File: src/rtl/ring_output_scheduler.sv
// Output-port scheduler for one ring router port: two single-entry VC buffers,
// per-VC LRU arbitration between two requesters, and a send/ready drain handshake.
module ring_output_scheduler #(
    parameter int DW      = 64,
    parameter int HOP_MSB = 55,
    parameter int HOP_LSB = 48,
    parameter int DEC_HOP = 1
) (
    input  logic          clk,
    input  logic          reset,
    input  logic          polarity,
    input  logic          req0_v,
    input  logic [DW-1:0] req0_d,
    output logic          req0_gnt,
    input  logic          req1_v,
    input  logic [DW-1:0] req1_d,
    output logic          req1_gnt,
    output logic          so,
    input  logic          ro,
    output logic [DW-1:0] dout,
    output logic [1:0]    vc_full
);

    localparam int HW = HOP_MSB - HOP_LSB + 1;

    typedef enum logic {
        ST_EMPTY = 1'b0,
        ST_FULL  = 1'b1
    } vc_state_t;

    vc_state_t     state_r [2];
    logic [DW-1:0] buf_r   [2];
    logic [1:0]    lru_r;

    logic          act_full_s;
    logic          act_lru_s;
    logic          gnt0_s;
    logic          gnt1_s;
    logic          grant_s;
    logic [DW-1:0] sel_d_s;
    logic [DW-1:0] cap_d_s;

    // Hop field wraps modulo 2^HW; all other packet bits pass through untouched.
    function automatic logic [DW-1:0] hop_dec(input logic [DW-1:0] pkt);
        logic [DW-1:0] res;
        res = pkt;
        res[HOP_MSB:HOP_LSB] = pkt[HOP_MSB:HOP_LSB] - {{(HW-1){1'b0}}, 1'b1};
        return res;
    endfunction

    assign act_full_s = (state_r[polarity] == ST_FULL);
    assign act_lru_s  = lru_r[polarity];
    assign grant_s    = gnt0_s | gnt1_s;

    // LRU arbitration on the active VC; held off while its buffer is full or in reset.
    always_comb begin
        gnt0_s = 1'b0;
        gnt1_s = 1'b0;
        if (!reset || act_full_s) begin
            gnt0_s = 1'b0;
            gnt1_s = 1'b0;
        end else if (req0_v && req1_v) begin
            if (act_lru_s) begin
                gnt1_s = 1'b1;
            end else begin
                gnt0_s = 1'b1;
            end
        end else if (req0_v) begin
            gnt0_s = 1'b1;
        end else if (req1_v) begin
            gnt1_s = 1'b1;
        end else begin
            gnt0_s = 1'b0;
            gnt1_s = 1'b0;
        end
    end

    // Capture path: only the granted requester's data reaches the buffer.
    always_comb begin
        sel_d_s = req0_d;
        cap_d_s = req0_d;
        if (gnt1_s) begin
            sel_d_s = req1_d;
        end else begin
            sel_d_s = req0_d;
        end
        if (DEC_HOP != 0) begin
            cap_d_s = hop_dec(sel_d_s);
        end else begin
            cap_d_s = sel_d_s;
        end
    end

    // Per-VC EMPTY/FULL machine; only the VC selected by polarity advances.
    always_ff @(posedge clk or negedge reset) begin
        if (!reset) begin
            state_r[0] <= ST_EMPTY;
            state_r[1] <= ST_EMPTY;
            buf_r[0]   <= {DW{1'b0}};
            buf_r[1]   <= {DW{1'b0}};
            lru_r      <= 2'b00;
        end else begin
            case (state_r[polarity])
                ST_EMPTY: begin
                    if (grant_s) begin
                        buf_r[polarity]   <= cap_d_s;
                        state_r[polarity] <= ST_FULL;
                        lru_r[polarity]   <= gnt0_s;
                    end
                end
                ST_FULL: begin
                    if (ro) begin
                        state_r[polarity] <= ST_EMPTY;
                    end
                end
                default: begin
                    state_r[polarity] <= ST_EMPTY;
                end
            endcase
        end
    end

    assign req0_gnt = gnt0_s;
    assign req1_gnt = gnt1_s;
    assign so       = act_full_s;
    assign dout     = buf_r[polarity];
    assign vc_full  = {(state_r[1] == ST_FULL), (state_r[0] == ST_FULL)};

endmodule

File: config.mk
export PLATFORM = sky130hd
export DESIGN_NAME = ring_output_scheduler
export DESIGN_NICKNAME = d
export VERILOG_FILES = /design/src/rtl/ring_output_scheduler.sv
export SDC_FILE = /design/constraint.sdc
export NUM_CORES = 1
export LEC_CHECK = 0
export ABC_AREA = 1
export CAP_MARGIN = 20
export CORE_AREA = 2 2 122 124
export CTS_CLUSTER_SIZE = 25
export DETAILED_ROUTE_END_ITERATION = 10
export DIE_AREA = 0 0 124 126
export GPL_TIMING_DRIVEN = 0
export HOLD_SLACK_MARGIN = 0.06
export PLACE_DENSITY = 0.79
export SLEW_MARGIN = 20
export SYNTH_ARGS = -nofsm -noshare
export SYNTH_HDL_FRONTEND = slang
export SYNTH_SLANG_ARGS = --single-unit
File: constraint.sdc
create_clock -name clk -period 2.4 [get_ports clk]
set_clock_uncertainty 0.1 [all_clocks]
set_input_delay 0.48 -clock clk [delete_from_list [all_inputs] [get_ports clk]]
set_output_delay 0.48 -clock clk [all_outputs]
set_load 0.005 [all_outputs]
Yosys cells after proc, flatten, opt, wreduce, memory -nomap -nowiden:

Index checks and enable logic that the tools add are counted.

* flip-flop bits (word level): 132
* output and inout port bits: 69

* add/subtract/negate cells: 1
* magnitude comparators: 4
* equal/unequal tests: 2
* muxes and demuxes: 29
* bitwise operators: 6
* reductions and logical operators: 7

Operators by type and width (number)
* $mux 64: 5
* $bwmux 128: 1
* $demux 64 s1: 1
* $mux 1: 16
* $sub 8x1->8 const B: 1
* $mux 2: 2
* $ne 2x2->1 const B: 2
* $pmux 2 s2: 1
* $reduce_and 2->1: 2
* $logic_and 1x1->1: 3
* $and 2x2->2: 1
* $bwmux 2: 1
* $demux 1 s1: 2
* $ge 2x2->1 const B: 1
* $lt 1x2->1 const B: 1
* $lt 2x1->1 const B: 1
* $not 1->2: 1
* $not 2->2: 1
* $or 2x2->2: 1
* $ge 1x1->1 const B: 1
* $logic_not 1->1: 1
* $logic_or 1x1->1: 1
* $not 1->1: 1
* $or 1x1->1: 1

Depth between registers and ports, before layout:

Gate-level depths: netlist of the first run.

* depth after elaboration: 9
* gate-level depth with buffers: 16
* depth with buffers taken out: 14

Worst setup path before layout of the first run:

Ideal clock, no wire load.

* kind: input -> register
* start point: input polarity
* end point: register buf_r[118] (netlist name)
* library setup time: 117 ps
* arrival: 1841 ps
* data required time: 2183 ps
* slack: 342 ps
* stages: 15
* path through: buf_6 -> nand2_1 -> nand3_4 -> nor2_8 -> nand2_2 -> buf_6 -> nand2_1 -> nand2_1 -> ha_1 -> nand2_1 -> nor2_1 -> nand2_1 -> nand2_1 -> nand3_1 -> nand2_1

* longest elaborated chain between the ends: 9

Ends and longest elaborated chain
* start: declaration: RTL line 11 `input logic polarity,`
* $not 1->2 (not written as such): RTL line 51, 103, 106
* $mux 1 (not written as such) (3 in a row): RTL line 51, 103
* $logic_or 1x1->1: RTL line 59 `if (!reset || act_full_s) begin`
* $mux 1: RTL line 59
* $mux 64: RTL line 82 `if (gnt1_s) begin`
* $sub 8x1->8: RTL line 47 `res[HOP_MSB:HOP_LSB] = pkt[HOP_MSB:HOP_LSB] - {{(HW-1){1'b0}}, 1'b1};`
* $bwmux 128: RTL line 106 `buf_r[polarity] <= cap_d_s;`
* end signal: indexed assignment: RTL line 106
* end: declaration: RTL line 32 `logic [DW-1:0] buf_r [2];`

Parallel ways exist; a longest one is shown, timed or not. The select of a mux whose other input is x is not followed.
A chain may end at the register's enable or synchronous reset.

Final worst setup path of the first run:

* start point: input polarity
* end point: output dout[14]

* longest elaborated chain between the ends: 4

Ends and longest elaborated chain
* $not 1->2 (not written as such): RTL line 126 `assign dout = buf_r[polarity];`
* $mux 64 (not written as such) (3 in a row): RTL line 126
* end: declaration: RTL line 20 `output logic [DW-1:0] dout,`

No other way between the ends. The select of a mux whose other input is x is not followed.

==> results of run 1 <==
-- path summary, 6_finish.rpt --
kind	to	cells after the start	slack [ps]	start
min in group asynchronous	buf_r[80]	4	600	reset
max reg2reg	buf_r[57]	10	190	lru_r[0]
max	dout[14]	7	40	polarity
min reg2reg	lru_r[1]	2	380	lru_r[1]
max in group asynchronous	buf_r[35]	4	890	reset
min	buf_r[116]	4	330	polarity
-- cells by family (layout without fill, tap and decap cells) --
group | count (synthesis) | after routing | synth area share (%)
AO/OA/AOI/OAI | 126 | 126 | 9.784
multiplexers | 56 | 56 | 8.561
adder cells (fa/ha/maj) | 1 | 1 | 0.1911
XOR/XNOR | 1 | 1 | 0.1338
AND/OR/NAND/NOR | 400 | 400 | 24.57
flip-flops | 132 | 132 | 50.45
buffers and inverters | 70 | 316 | 6.306
-- cell usage in the layout (no fill, tap or decap), types with 2 or more instances in the layout --
| cell | synthesis | routed |
|---|---|---|
| inv_1 | 17 | 16 |
| nor2_1 | 4 | 4 |
| nand3b_1 | 5 | 5 |
| buf_6 | 18 | 18 |
| nand2_1 | 368 | 367 |
| clkbuf_1 | 21 | 12 |
| mux2i_1 | 56 | 56 |
| nand2_2 | 2 | 3 |
| bufbuf_16 | 0 | 3 |
| dlygate4sd3_1 | 0 | 4 |
| nor2_4 | 3 | 3 |
| clkbuf_8 | 0 | 8 |
| inv_4 | 1 | 2 |
| buf_12 | 0 | 3 |
| clkbuf_16 | 0 | 17 |
| buf_16 | 0 | 2 |
| bufinv_16 | 0 | 5 |
| buf_4 | 1 | 6 |
| clkinvlp_4 | 0 | 2 |
| buf_2 | 7 | 7 |
| o21ai_0 | 14 | 14 |
| clkbuf_4 | 0 | 5 |
| nand3_1 | 13 | 13 |
| clkdlybuf4s50_1 | 0 | 198 |
| o21ai_2 | 2 | 2 |
| inv_2 | 4 | 4 |
| clkbuf_2 | 0 | 2 |
| dfrtp_1 | 132 | 132 |
| o21ai_1 | 109 | 109 |
-- sequential cells by signal, indices dropped and copies added (netlist names), named ones only --
name,flops
lru_r,2
buf_r,128
-- routing by layer --
layer | wire [um] | part of all wire (%) | vias up
li1 | - | - | 2995
met1 | 8002 | 42 | 2942
met2 | 9398 | 49 | 211
met3 | 1160 | 6.1 | 39
met4 | 587 | 3.1 | 0
met5 | 0 | 0 | -
-- worst reg2reg max path, stage by stage (launching register included) --
cell,delay (ps)
dfrtp_1,350
nand2_1,80
and2_4,150
o21ai_1,160
nor2_2,70
buf_4,150
nor2_4,140
nor2_4,70
inv_2,180
clkbuf_1,470
o21ai_1,150
-- final cells by class --
cell class,count,area [um^2]
fill,1180,4527
sequential,132,3303
multi-input combinational,584,2834
timing repair buffer,214,2271
clock buffer,25,515.5
buffer,48,380.4
tap,184,230.2
clock inverter,7,165.2
inverter,22,87.58
-- repair_timing --
action | 4_1_cts | 5_1_grt
setup buffers | 2 | 0
pin swaps | 3 | 0
endpoints found under the setup margin | 185 | 11
hold buffers | 7 | 0
endpoints found under the hold margin | 82 | 0
cloned | 3 | 0
resized for setup | 29 | 5
-- power groups by stage --
| stage | registers, mW | clock network, mW | logic (mW) |
|---|---|---|---|
| final | 3.66 | 2.94 | 3.19 |
| after CTS | 3.65 | 2.97 | 3.23 |
| after global routing | 3.78 | 3.07 | 3.57 |
| after detailed placement | 3.66 | 0 | 3.14 |
| after global placement | 3.63 | 0 | 3.06 |
| after floorplan | 3.56 | 0 | 1.64 |
-- per-stage QoR --
stage / cell area (um^2) / cells / total power [mW] / setup slack (ps) / hold WS [ps]
final: 9787 / 1216 / 9.798 / 36.81 / 333.6
after detailed placement: 8822 / 1172 / 6.804 / -550.6 / 358.5
after CTS: 9783 / 1216 / 9.840 / 11.36 / 324.7
after global placement: 8790 / 1171 / 6.695 / -4966 / 353.3
after global routing: 9787 / 1216 / 10.42 / -15.18 / 346.0
after floorplan: 6548 / 786 / 5.198 / 341.6 / 84.41
==> impl_metrics.env, run 1 <==
export IMPL_hp_class="in -> reg"
export IMPL_p_int_mw=6.923
export IMPL_io_pin_count=203
export IMPL_grt_max_degree=35
export IMPL_die_height_um=126
export IMPL_grt_use_met1_pct=32.16
export IMPL_grt_usage_pct=25.91
export IMPL_cts_buffers=17
export IMPL_worst_slew_pin_slew_ps=816.9
export IMPL_worstPathRequired_ps=1820
export IMPL_crit_fanout=10
export IMPL_synth_nets=921
export IMPL_startpoint_type="primary input"
export IMPL_ant_nets=0
export IMPL_initial_core_util_pct=45.74
export IMPL_synth_yosys_warnings=0
export IMPL_leakage_nw=5.007
export IMPL_syn_inst=786
export IMPL_endpoint_kind="output pin"
export IMPL_critical_path_max_stage_delay_ps=540
export IMPL_clock_latency_ps=410
export IMPL_grt_pass1_vias=6253
export IMPL_route_detailed_drc=0
export IMPL_synthTopCellsByArea="dfrtp_1, nand2_1, mux2i_1, o21ai_1, buf_6"
export IMPL_clock_sinks=132
export IMPL_drt_total_wl_um=19150
export IMPL_slowest_stage="clkdlybuf4s50_1"
export IMPL_drive_gt1_share_pct=9.399
export IMPL_area_delta_synth_final_pct=49.47
export IMPL_clkPwrFrac_pct=30.0
export IMPL_power_share_switching_pct=29.34
export IMPL_clk_pin_slew_ps=50
export IMPL_synth_distinct_cells=27
export IMPL_die_w_um=124
export IMPL_worst_path_buf_inv=5
export IMPL_die_area_mm2=0.01562
export IMPL_power_frac_seq_pct=37.4
export IMPL_critPathKind="in -> out"
export IMPL_worst_ir_drop_vdd_mv=0.4933
export IMPL_slew_limit_headroom_pct=45.36
export IMPL_synth_seq_cells=132
export IMPL_synth_top_cell_area_share_pct=50.45
export IMPL_met3_usage_pct=6.522
export IMPL_synth_enable_flop_cells=0
export IMPL_syn_avg_cell_area_um2=8.330
export IMPL_use_met2_pct=42.92
export IMPL_dpl_hpwl_um=13060
export IMPL_core_area_mm2=0.01431
export IMPL_timing_final_crit_period_ps=2363
export IMPL_root_buffer="clkbuf_16"
export IMPL_post_route_period_util_pct=98.47
export IMPL_wl_per_cell_um=15.75
export IMPL_cts_buffer_depth=2
export IMPL_setup_tns_ps=0
export IMPL_drt_iter0_markers=419
export IMPL_nNetsFinal=1154
export IMPL_route_vias_total=6187
export IMPL_max_cap_viol_count=0
export IMPL_cts_tree="done"
export IMPL_path_delay_family="buffers and inverters"
export IMPL_synth_most_common_cell="nand2_1"
export IMPL_antenna_found_initial=0
export IMPL_n_antenna_cell=0
export IMPL_syn_area_mm2=0.006548
export IMPL_synth_ff_type="dfrtp_1"
export IMPL_status="completed"
export IMPL_seq_area_frac_synth_pct=50.45
export IMPL_crit_arrival_ps=1780
export IMPL_grt_pass1_wl_um=31120
export IMPL_fin_util_pct=68.37
export IMPL_firstDrtPassIters=5
export IMPL_grt_overflow=0
export IMPL_portBuffers=201
export IMPL_cp_cell_sequence="buf_6, inv_4, clkbuf_8, clkbuf_4, nand2_1, nand2_1, clkdlybuf4s50_1"
export IMPL_rows=44
export IMPL_async_flop_share_pct=100.0
export IMPL_rsz0062_at_grt="yes"
export IMPL_synth_commonest_cells="nand2_1, dfrtp_1, o21ai_1, mux2i_1, clkbuf_1"
export IMPL_crit_top_cell="nand2_1"
export IMPL_htreeDepth=4
export IMPL_drt_vias_per_instance=5.088
export IMPL_combPwrFrac_pct=32.6
export IMPL_setup_viol=0
export IMPL_timing_fmax_mhz=423.2
export IMPL_place_gp_congestion=0.8526
export IMPL_drv_slew=0
export IMPL_p_per_area_mw_per_mm2=1001
export IMPL_power_switching_mw=2.875
export IMPL_hold_violations=0
export IMPL_grt_busiest_layer="met2"
export IMPL_yosysTopAreaCell="dfrtp_1"
Note: power is estimated with default switching activity, not from simulation.
==> run 2: changes to the inputs <==
Settings changed: PLACE_DENSITY 0.79 to default, PLACE_DENSITY_LB_ADDON from default to 0.15.
==> impl_metrics.env, run 2 (synthesis results as in run 1) <==
export IMPL_antenna_found_initial=0
export IMPL_hold_violations=0
export IMPL_die_w_um=124
export IMPL_critPathKind="in -> out"
export IMPL_grt_usage_pct=24.94
export IMPL_core_area_mm2=0.01431
export IMPL_reg_top3="buf_r: 128 flops, lru_r: 2 flops"
export IMPL_timing_final_crit_period_ps=2336
export IMPL_worst_path_buf_inv=3
export IMPL_grt_max_degree=76
export IMPL_ant_nets=0
export IMPL_p_per_area_mw_per_mm2=987.5
export IMPL_grt_overflow=0
export IMPL_place_gp_congestion=0.8352
export IMPL_drt_vias_per_instance=4.982
export IMPL_largest_register_ffs=128
export IMPL_endpoint_kind="output pin"
export IMPL_dpl_hpwl_um=12810
export IMPL_slowest_stage="clkdlybuf4s50_1"
export IMPL_firstDrtPassIters=5
export IMPL_drv_slew=0
export IMPL_rsz0062_at_grt="no"
export IMPL_area_delta_synth_final_pct=46.23
export IMPL_worst_ir_drop_vdd_mv=0.5392
export IMPL_io_pin_count=203
export IMPL_startpoint_type="primary input"
export IMPL_grt_pass1_vias=5926
export IMPL_timing_fmax_mhz=428.1
export IMPL_route_vias_total=6028
export IMPL_cp_cell_sequence="clkdlybuf4s50_1, inv_2, o21ai_1, nor2_2, clkdlybuf4s50_1"
export IMPL_cts_tree="done"
export IMPL_pre_cts_slack_ps=-532.8
export IMPL_seq_area_mm2=0.003303
export IMPL_fin_ws_ps=64.18
export IMPL_die_height_um=126
export IMPL_initial_core_util_pct=45.74
export IMPL_worstPathRequired_ps=1820
export IMPL_worst_slew_pin_slew_ps=585.9
export IMPL_nNetsFinal=1148
export IMPL_place_area_mm2=0.008822
export IMPL_status="completed"
export IMPL_fill_cells=1243
export IMPL_max_cap_viol_count=0
export IMPL_multi_input_area_mm2=0.002834
export IMPL_path_delay_family="buffers and inverters"
export IMPL_die_area_mm2=0.01562
export IMPL_crit_fanout=2
export IMPL_clk_pin_slew_ps=60
export IMPL_clock_latency_ps=410
export IMPL_final_cell_mix="nand2_1, clkdlybuf4s50_1, dfrtp_1"
export IMPL_fin_cells=1210
export IMPL_n_antenna_cell=0
export IMPL_dp_cells=1172
export IMPL_htreeDepth=4
export IMPL_cts_buffers=17
export IMPL_setup_viol=0
export IMPL_drt_total_wl_um=18080
export IMPL_portBuffers=201
export IMPL_drive_gt1_share_pct=9.454
export IMPL_hp_class="in -> reg"
export IMPL_final_common_cell="nand2_1"
export IMPL_slew_limit_headroom_pct=60.94
export IMPL_route_detailed_drc=0
export IMPL_grt_pass1_wl_um=29980
export IMPL_root_buffer="clkbuf_16"
export IMPL_regMostFlops="buf_r"
export IMPL_crit_top_cell="clkdlybuf4s50_1"
export IMPL_leakage_nw=4.889
export IMPL_critical_path_max_stage_delay_ps=520
export IMPL_crit_arrival_ps=1760
export IMPL_clock_sinks=132
export IMPL_cts_buffer_depth=2
export IMPL_wl_per_cell_um=14.94
export IMPL_setup_tns_ps=0
export IMPL_post_route_period_util_pct=97.33
export IMPL_fin_area_mm2=0.009574
export IMPL_rows=44
export IMPL_drt_iter0_markers=430
[run 2: changes by cell type in the layout (fill, tap and decap cells not counted), moves of 3 or more]
cell           delta
clkbuf_8          -5
buf_6             +3
clkinvlp_4        +3
dlygate4sd3_1     -3
bufbuf_16         -3
clkbuf_1          -3
[run 2: routing by layer]
metal / share of wire, % / GRT usage, % / vias up
li1: - / - / 2989
met1: 43 / 33.24 / 2833
met2: 49 / 40.14 / 183
met3: 6.6 / 6.295 / 23
met4: 1.5 / 7.469 / 0
met5: 0 / 0 / -
[run 2: worst paths after layout]
| check | startpoint | endpoint | slack, ps | cells after the start |
|---|---|---|---|---|
| hold reg to reg | lru_r[1] | lru_r[1] | 370 | 2 |
| setup / recovery | req1_v | req0_gnt | 60 | 5 |
| setup reg to reg | lru_r[1] | buf_r[46] | 220 | 10 |
| max in group asynchronous | reset | buf_r[71] | 1150 | 3 |
| min in group asynchronous | reset | buf_r[45] | 700 | 3 |
| hold / removal | polarity | buf_r[116] | 320 | 4 |
[run 2: worst register-to-register path: cells and delay by family (launching register included)]
family	cells	cell delay (ps)
simple gates	5	490
flops	1	340
buf+inv	3	810
compound gates	2	310
[run 2: area by class of cell]
cell class,instances,share of cell area [%]
flip-flops and latches,132,34.50
multi-input cells,584,29.60
repair buffers,208,22.14
clock buffers,20,4.770
plain buffers,48,4.051
well taps,184,2.405
clock inverters,12,1.620
inverters,22,0.9148
[run 2: timing repair]
item / CTS / global route
pin swaps: 3 / 0
hold buffers: 2 / 0
gates resized for setup: 24 / 18
setup buffers: 4 / 0
setup endpoints to repair: 56 / 54
endpoints found under the hold margin: 57 / 0
[run 2: per-stage QoR]
step	total power, mW	util [%]	hold WS (ps)
6_report	9.455	66.89	319.5
5_1_grt	10.14	66.89	331.0
4_1_cts	9.517	66.74	306.2
3_5_place_dp	6.791	61.63	343.9
3_3_place_gp	6.711	61.41	354.1
2_1_floorplan	5.198	-	84.41
[run 2: power by group]
part           leakage (nW)  switching, mW  internal (mW)  total (mW)
Sequential             1.64          0.478           3.16        3.64
Clock                 0.284          0.977           1.68        2.66
Combinational          2.96           1.42           1.73        3.15
